File: src/rtl/pc_redirect_unit.sv
// Fetch PC owner: applies X-stage redirects, kills wrong-path F/D instructions for a fixed
// number of advancing cycles, traps misaligned targets and counts redirects.
module pc_redirect_unit #(
    parameter logic [31:0] RESET_PC     = 32'h0000_2000,
    parameter logic [31:0] TRAP_PC      = 32'h0000_1000,
    parameter int unsigned FLUSH_CYCLES = 2
) (
    input  logic        clk_i,
    input  logic        rst_ni,
    input  logic        x_valid_i,
    input  logic        x_pc_sel_i,
    input  logic        x_jalr_i,
    input  logic [31:0] x_target_i,
    input  logic        stall_in_i,
    input  logic        imem_ready_i,
    output logic        imem_req_o,
    output logic [31:0] imem_addr_o,
    output logic        flush_fd_o,
    output logic        trap_misalign_o,
    output logic [31:0] trap_epc_o,
    output logic [31:0] redirect_count_o
);

    localparam logic [1:0] StBoot  = 2'd0;
    localparam logic [1:0] StRun   = 2'd1;
    localparam logic [1:0] StFlush = 2'd2;

    localparam logic [2:0] CntLoad = 3'(FLUSH_CYCLES - 1);

    logic [1:0]  state_q, state_d;
    logic [31:0] pc_q, pc_d;
    logic [2:0]  cnt_q, cnt_d;
    logic [31:0] count_q, count_d;
    logic [31:0] epc_q, epc_d;
    logic        trap_q, trap_d;

    logic        redirect;
    logic        misalign;
    logic [31:0] tgt;

    assign tgt      = x_jalr_i ? {x_target_i[31:1], 1'b0} : x_target_i;
    assign misalign = |tgt[1:0];
    assign redirect = x_valid_i & x_pc_sel_i & ~stall_in_i & (state_q != StBoot);

    assign imem_req_o       = (state_q != StBoot);
    assign imem_addr_o      = pc_q;
    // Boot and flush always kill; in run only a live redirect does.
    assign flush_fd_o       = (state_q != StRun) | redirect;
    assign trap_misalign_o  = trap_q;
    assign trap_epc_o       = epc_q;
    assign redirect_count_o = count_q;

    always_comb begin
        state_d = state_q;
        pc_d    = pc_q;
        cnt_d   = cnt_q;
        count_d = count_q;
        epc_d   = epc_q;
        trap_d  = 1'b0;
        if (redirect) begin
            count_d = count_q + 32'd1;
            trap_d  = misalign;
            cnt_d   = CntLoad;
            state_d = (FLUSH_CYCLES == 1) ? StRun : StFlush;
            if (misalign) begin
                pc_d  = TRAP_PC;
                epc_d = tgt;
            end else begin
                pc_d  = tgt;
            end
        end else begin
            if (imem_req_o && imem_ready_i && !stall_in_i) begin
                pc_d = pc_q + 32'd4;
            end
            unique case (state_q)
                StBoot:  state_d = StRun;
                StFlush: begin
                    if (!stall_in_i) begin
                        cnt_d = cnt_q - 3'd1;
                        if (cnt_q == 3'd1) begin
                            state_d = StRun;
                        end
                    end
                end
                default: ;
            endcase
        end
    end

    always_ff @(posedge clk_i or negedge rst_ni) begin
        if (!rst_ni) begin
            state_q <= StBoot;
            pc_q    <= RESET_PC;
            cnt_q   <= 3'd0;
            count_q <= 32'd0;
            epc_q   <= 32'd0;
            trap_q  <= 1'b0;
        end else begin
            state_q <= state_d;
            pc_q    <= pc_d;
            cnt_q   <= cnt_d;
            count_q <= count_d;
            epc_q   <= epc_d;
            trap_q  <= trap_d;
        end
    end

endmodule

File: config.mk
export PLATFORM = sky130hd
export DESIGN_NAME = pc_redirect_unit
export DESIGN_NICKNAME = d
export VERILOG_FILES = /design/src/rtl/pc_redirect_unit.sv
export SDC_FILE = /design/constraint.sdc
export NUM_CORES = 1
export LEC_CHECK = 0
export ABC_AREA = 1
export BUFFER_PORTS_ARGS = -buffer_cell sky130_fd_sc_hd__buf_2
export CAP_MARGIN = 40
export CORE_MARGIN = 1.5
export CORE_UTILIZATION = 54
export DETAILED_ROUTE_END_ITERATION = 16
export GPL_TIMING_DRIVEN = 0
export PLACE_DENSITY = 0.81
export SYNTH_ARGS = -nofsm -noshare
export SYNTH_HDL_FRONTEND = slang
export SYNTH_SLANG_ARGS = --single-unit
File: constraint.sdc
create_clock -name clk_i -period 2.1 [get_ports clk_i]
set_input_delay 0.105 -clock clk_i [delete_from_list [all_inputs] [get_ports clk_i]]
set_output_delay 0.105 -clock clk_i [all_outputs]
set_load 0.1 [all_outputs]
## After elaboration in Yosys (flattened, before gate mapping)

Cells that the tools add are included.

- Register bits after elaboration: 102
- Output and inout bits: 99
- Logic and storage cells: 44

- Add/subtract/negate cells: 3
- Eq/ne operators: 6
- Muxes and demuxes: 12
- Bitwise logic cells: 5
- Reduce and logical (&&, ||, !) cells: 12

Operators by type and width:

| operator | count |
|---|---|
| $mux 32 | 3 |
| $add 32x1->32 const B | 1 |
| $add 32x3->32 const B | 1 |
| $mux 3 | 3 |
| $mux 2 | 3 |
| $ne 3x3->1 const B | 2 |
| $reduce_bool 2->1 | 3 |
| $ne 2x1->1 const B | 2 |
| $pmux 2 s2 | 1 |
| $reduce_and 2->1 | 2 |
| $and 1x1->1 | 3 |
| $eq 3x1->1 const B | 1 |
| $reduce_and 3->1 | 1 |
| $reduce_bool 3->1 | 1 |
| $sub 3x1->3 const B | 1 |
| $eq 2x2->1 const B | 1 |
| $logic_and 1x1->1 | 2 |
| $logic_not 2->1 | 1 |
| $mux 1 | 2 |
| $reduce_or 2->1 | 1 |
| $logic_not 1->1 | 1 |
| $not 1->1 | 1 |
| $or 1x1->1 | 1 |

## Longest topological paths before layout

Gate-level depths: netlist (run 1).

- Depth in word-level cells: 5
- Gate-level depth with buffers: 10
- Mapped depth without buffers: 10

## Least setup slack after synthesis (run 1)

OpenSTA, ideal clock, no wires.

- Path kind: register -> register
- Start point: reg count_q[0] (netlist: redirect_count_o[0])
- End point: reg count_q[18] (netlist: redirect_count_o[18])
- Setup time: 0.118 ns
- Data arrival time: 2.075 ns
- Data required time: 1.982 ns
- Setup slack: -0.093 ns
- Stages on the path, launching flop included: 10
- Buffers on the path: 0
- Period minus slack after synthesis: 2.193 ns
- Path through: dfrtp_1 > ha_1 > inv_1 > nor2_1 > inv_1 > nor2_4 > nand3_2 > nor2_4 > xor2_1 > inv_1

- Longest elaborated chain between the ends: 1

RTL lines:

| element | RTL line | source |
|---|---|---|
| start: declaration | 33 | `logic [31:0] count_q, count_d;` |
| start signal: assignment | 102 | `count_q <= count_d;` |
| $add 32x1->32 | 61 | `count_d = count_q + 32'd1;` |

Every way passes these cells.
A chain may end at the register's enable or synchronous reset.

## Worst setup path in the final report (run 1)

- Start point: reg pc_q[13] (netlist: imem_addr_o[13])
- End point: reg pc_q[23] (netlist: imem_addr_o[23])

- Longest elaborated chain between the ends: 3

RTL lines:

| element | RTL line | source |
|---|---|---|
| start: declaration | 31 | `logic [31:0] pc_q, pc_d;` |
| start signal: assignment | 100 | `pc_q <= pc_d;` |
| $add 32x3->32 | 73 | `pc_d = pc_q + 32'd4;` |
| $mux 32 | 72 | `if (imem_req_o && imem_ready_i && !stall_in_i) begin` |
| $mux 32 | 60 | `if (redirect) begin` |

Every way passes these cells. The select of a mux whose other input is x is not followed.

==> impl_metrics.json, run 1 <==
{
  "fin_setup_tns_ns": 0,
  "clkSinkCount": 102,
  "p_sw_mw": 6.28,
  "p_int_mw": 4.06,
  "crit_top_cell": "nand2_1",
  "cts_hold_buf": 24,
  "row_count": 37,
  "synthDistinctLibCells": 38,
  "die_y_um": 105,
  "syn_nets": 800,
  "hold_violations": 0,
  "slew_viol_final": 0,
  "fillCellCount": 866,
  "grtUsageTotal_pct": 28.4,
  "clkLatencyLatePin_ns": 0.37,
  "cp-end-kind": "flip-flop",
  "layout.nets": 973,
  "slew_headroom_pct": 62.3,
  "synth_top_area_share_pct": 45.0,
  "muxShareOfSynthArea_pct": 0,
  "synth_xor_area_share_pct": 3.74,
  "clockPowerShare_pct": 12.2,
  "wl_um": 15200,
  "finalCritPeriodShare_pct": 88.1,
  "setup.worst_path.start_class": "flip-flop",
  "cts_buffers": 9,
  "htreeDepth": 3,
  "post_cts_buffers": 0,
  "io-pin-count": 138,
  "static-leakage-power_nw": 3.63,
  "sw_frac_of_total_pct": 60.7,
  "grt_setup_unrepaired": "false",
  "io_buffers": 137,
  "skew_ns": 0.0114,
  "power.share.sequential_pct": 29.6,
  "cts_tree": "built",
  "synth_top_family_by_area": "simple AND/OR/NAND/NOR gates",
  "ys_ff_latch": 102,
  "min_path_type": "in -> reg",
  "setup_slack_ns": 0.249,
  "ys_seq_area_share_pct": 45.4,
  "yosys.area_share.simple_pct": 34.8,
  "p_per_area_nw_per_um2": 1490,
  "grt_max_degree": 60,
  "place_area_sq_um": 6510,
  "vias": 5608,
  "areaGrowthSynthToFinish_pct": 23.7,
  "synth_top_flop_cell": "dfrtp_1",
  "clk_pin_slew_worst_paths_ns": 0.09,
  "worstPathArrival_ns": 2.10,
  "antennaDiodeCount": 0,
  "irDropWorstVdd_mv": 1.12,
  "drtPass1Iterations": 7,
  "start_util_pct": 54.9,
  "cp.required_ns": 2.35,
  "cts_buffer_depth": 2,
  "synth_edf_count": 0,
  "tightest_slew_ns": 0.565,
  "fin_util_pct": 67.9,
  "grt_pass1_wl_um": 24900,
  "antenna_found_initial": 0,
  "cts-root-buf": "clkbuf_8",
  "cp_slowest_cell": "dfstp_2",
  "ys_warn_count": 0,
  "grt_pass1_vias": 5042,
  "yosysTopAreaCell": "dfrtp_1",
  "dp_hpwl_um": 11100,
  "core_sq_um": 10200,
  "slowest_delay_ns": 0.58,
  "syn_area_per_cell_sq_um": 7.42,
  "worstPathMaxFanout": 5,
  "synthAdderAreaFrac_pct": 0.890,
  "drive_gt1_share_pct": 22.4,
  "layout_common_cells": "nand2_1 (278), buf_2 (145), dfrtp_1 (97)",
  "cts_resized": 0,
  "outcome": "completed",
  "dp_cells": 1031,
  "synthArstFlopShare_pct": 100,
  "syn_area_sq_um": 5620,
  "period_needed_ns": 1.85,
  "fmax_ghz": 0.540,
  "fp.dieW_um": 105,
  "synth_cells": 757,
  "finalInstanceArea_sq_um": 6950,
  "max_cap_viol_count": 0,
  "path_cells": "nand2_1 -> nor2_1 -> nand2_1 -> nor2_1 -> nand2_1 -> o211ai_1 -> nand2_1",
  "dieArea_sq_um": 11000,
  "gp_congestion": 0.930,
  "crit_type": "reg -> reg",
  "final_common_cell": "nand2_1",
  "grt_overflow": 0,
  "comb_power_share_pct": 58.3,
  "wire_per_inst_um": 14.2,
  "stdcell_count": 1071,
  "drt_iter0_drc": 444,
  "drc": 0,
  "ant_nets": 0,
  "vias_per_cell": 5.24,
  "post-place-ws_ns": 0.323,
  "synth.top_cells.by_area": "dfrtp_1 (45%), nand2_1 (19%), nor2_1 (5.9%)",
  "setup_violations": 0,
  "synth_compound_area_share_pct": 8.21
}
Yosys cell counts, drive strengths merged, types with 2 or more instances:
library cell	count
nor3	4
o22ai	5
nand3	43
nand2	284
nor2	103
o211ai	2
a22oi	7
a21oi	36
or2	2
buf	18
and2	3
xnor2	10
inv	69
nand3b	7
ha	4
nand4	8
dfrtp	101
o21ai	32
xor2	14
path summary, 6_finish.rpt:
| check | from | to | slack [ns] | depth (start not counted) |
|---|---|---|---|---|
| max | imem_addr_o[13] | imem_addr_o[23] | 0.25 | 7 |
| min | x_target_i[14] | trap_epc_o[14] | 0.02 | 3 |
| max reg2reg | imem_addr_o[13] | imem_addr_o[23] | 0.25 | 7 |
| min reg2reg | cnt_q[2] | cnt_q[2] | 0.48 | 1 |
| max in group asynchronous | rst_ni | imem_addr_o[13] | 1.08 | 3 |
| min in group asynchronous | rst_ni | trap_epc_o[25] | 0.27 | 2 |
registers in the layout, summed over array words and instances, names as in the netlist:
signal,cells
trap_epc_o,32
redirect_count_o,32
trap_misalign_o,1
state_q,2
imem_addr_o,32
cnt_q,3
power groups by stage:
stage / clock, mW / combinational (mW) / sequential [mW]
2_1_floorplan: 0 / 1.35 / 6.62
3_3_place_gp: 0 / 5.88 / 3.06
3_5_place_dp: 0 / 5.96 / 3.07
4_1_cts: 1.28 / 6.02 / 3.04
5_1_grt: 1.38 / 6.31 / 3.13
6_report: 1.26 / 6.03 / 3.06
per-stage QoR:
step	power [mW]	hold slack, ns
3_5_place_dp	9.03	0.133
6_report	10.3	0.0204
5_1_grt	10.8	0.00741
3_3_place_gp	8.94	0.319
4_1_cts	10.3	0.00451
2_1_floorplan	7.97	-0.191
critical path: cells and delay by family, from the launching register on:
family | cells | cell delay (ns)
compound gates | 1 | 0.21
flops | 1 | 0.58
simple gates | 6 | 0.96
area by class of cell:
cell class | count | area [sq um] | share of cell area [%]
Buffer | 19 | 128 | 1.84
Clock buffer | 11 | 141 | 2.03
Clock inverter | 5 | 58.8 | 0.846
Inverter | 69 | 262 | 3.76
Multi-Input combinational cell | 567 | 2680 | 38.5
Sequential cell | 102 | 2560 | 36.8
Tap cell | 136 | 170 | 2.45
Timing Repair Buffer | 162 | 956 | 13.8
kinds of logic (layout without fill, tap and decap cells):
family	Yosys count	in the layout
AND/OR/NAND/NOR	455	455
adder cells (fa/ha/maj)	4	4
XOR/XNOR	24	24
flip-flops	102	102
buffers and inverters	88	266
AO/OA/AOI/OAI	84	84
per-layer routing:
layer  up-vias  global-route usage [%]  share of wire (%)
li1       2732                       -                  -
met1      2603                    40.7                 46
met2       248                    45.3                 46
met3        25                    3.56                6.9
met4         0                    8.81                1.8
met5         -                       0                  0
(Power assumes the default switching activity.)
==> inputs of run 2 (changes only) <==
- BUFFER_PORTS_ARGS: -buffer_cell sky130_fd_sc_hd__buf_2 -> not set
- CORE_UTILIZATION: 54 -> 60
- DONT_BUFFER_PORTS: not set -> 1
- PLACE_DENSITY: 0.81 -> 0.76
- clock period: 2.1 -> 2.3 ns (I/O delays scaled with it)
==> impl_metrics.json, run 2 (same netlist as run 1, synthesis figures left out) <==
{
  "finalCritPeriodShare_pct": 94.6,
  "cts_buffer_depth": 2,
  "clkSinkCount": 102,
  "post_cts_buffers": 0,
  "drc": 0,
  "setup_violations": 0,
  "dp_hpwl_um": 14000,
  "crit_type": "reg -> reg",
  "cp.required_ns": 2.61,
  "row_count": 35,
  "antennaDiodeCount": 0,
  "tightest_slew_ns": 0.939,
  "cts-root-buf": "clkbuf_8",
  "outcome": "finished, violations left",
  "layout_common_cells": "nand2_1 (278), dfrtp_1 (101), nor2_1 (87)",
  "finalInstanceArea_sq_um": 8430,
  "ant_nets": 0,
  "drtPass1Iterations": 6,
  "skew_ns": 0.0134,
  "cts_hold_buf": 32,
  "whs_ns": -0.582,
  "core_sq_um": 9150,
  "vias_per_cell": 6.30,
  "cp-end-kind": "flip-flop",
  "layout.nets": 928,
  "worstPathArrival_ns": 2.49,
  "fmax_ghz": 0.459,
  "grt_max_degree": 103,
  "dr_wl_met3_um": 2240,
  "htreeDepth": 3,
  "slew_viol_final": 0,
  "dieArea_sq_um": 9960,
  "antenna_found_initial": 0,
  "io_buffers": 0,
  "worstPathMaxFanout": 10,
  "clkLatencyLatePin_ns": 0.37,
  "routed-wl-met2_um": 10500,
  "min_path_type": "in -> async",
  "grt_pass1_wl_um": 31600,
  "io-pin-count": 138,
  "wl_um": 21600,
  "grt_pass1_vias": 6260,
  "fp.dieW_um": 99.8,
  "gp_congestion": 0.974,
  "cts_tree": "built",
  "areaGrowthSynthToFinish_pct": 50.0,
  "setup.worst_path.start_class": "flip-flop",
  "hold_violations": 103,
  "grt_overflow": 0,
  "place_area_sq_um": 7730,
  "irDropWorstVdd_mv": 1.24,
  "clk_pin_slew_worst_paths_ns": 0.11,
  "p_per_area_nw_per_um2": 1350,
  "cts_buffers": 9,
  "start_util_pct": 61.4,
  "fin_util_pct": 92.1,
  "slew_headroom_pct": 37.4,
  "grt_setup_unrepaired": "false",
  "wire_per_inst_um": 21.6,
  "static-leakage-power_nw": 4.01,
  "drt_iter0_drc": 692,
  "grtUsageTotal_pct": 41.1,
  "drt-met1-wl_um": 7740,
  "fin_setup_tns_ns": 0,
  "violations": "hold timing",
  "drive_gt1_share_pct": 17.3,
  "routed.top_layer": "met4",
  "final_common_cell": "nand2_1",
  "period_needed_ns": 2.18,
  "vias": 6308,
  "die_y_um": 99.8,
  "max_cap_viol_count": 0
}
[run 2: path summary, 6_finish.rpt]
check,start,endpoint,cells after the start,slack (ns)
setup / recovery,state_q[1],trap_epc_o[28],9,0.12
max in group asynchronous,rst_ni,imem_addr_o[13],0,2.66
min in group clk_i,x_target_i[27],imem_addr_o[27],2,-0.01
setup reg to reg,state_q[1],trap_epc_o[28],9,0.12
hold reg to reg,cnt_q[2],cnt_q[2],1,0.47
hold / removal,rst_ni,trap_epc_o[4],0,-0.58
[run 2: per-stage QoR]
step / total power [mW] / worst slack, ns / cells
6_report: 11.4 / 0.124 / 1001
5_1_grt: 11.7 / 0.000495 / 1001
4_1_cts: 10.8 / 0.121 / 994
3_5_place_dp: 9.72 / 0.0160 / 946
3_3_place_gp: 7.62 / -0.141 / 868
2_1_floorplan: 7.27 / 0.107 / 757
[run 2: power by group]
part	switching, mW	internal [mW]	total, mW
combinational	3.86	2.35	6.21
sequential	1.84	2.27	4.11
clock	0.681	0.426	1.11
[run 2: layer usage]
metal / track usage [%] / up-vias
met1: 49.5 / 2994
li1: - / 2649
met5: 0 / -
met2: 68.4 / 538
met3: 10.2 / 127
met4: 21.3 / 0
[run 2: area by class of cell]
cell class | instances | area [sq um]
Inverter | 69 | 262
Timing Repair Buffer | 117 | 2480
Fill cell | 337 | 723
Multi-Input combinational cell | 567 | 2680
Clock buffer | 11 | 141
Buffer | 19 | 128
Sequential cell | 102 | 2560
Tap cell | 111 | 139
Clock inverter | 5 | 35.0
[run 2: repair_timing]
item	in CTS	in global routing
hold endpoints to repair	152	102
endpoints found under the setup margin	1	3
gates resized for setup	1	2
[run 2: worst max-delay path, stage by stage (launching register included)]
cell	delay (ns)
dfrtp_1	0.40
inv_2	0.07
nand2_2	0.46
nand2_4	0.23
inv_4	0.14
nand2_2	0.08
inv_2	0.21
buf_2	0.29
nand2_1	0.12
nand2_1	0.11
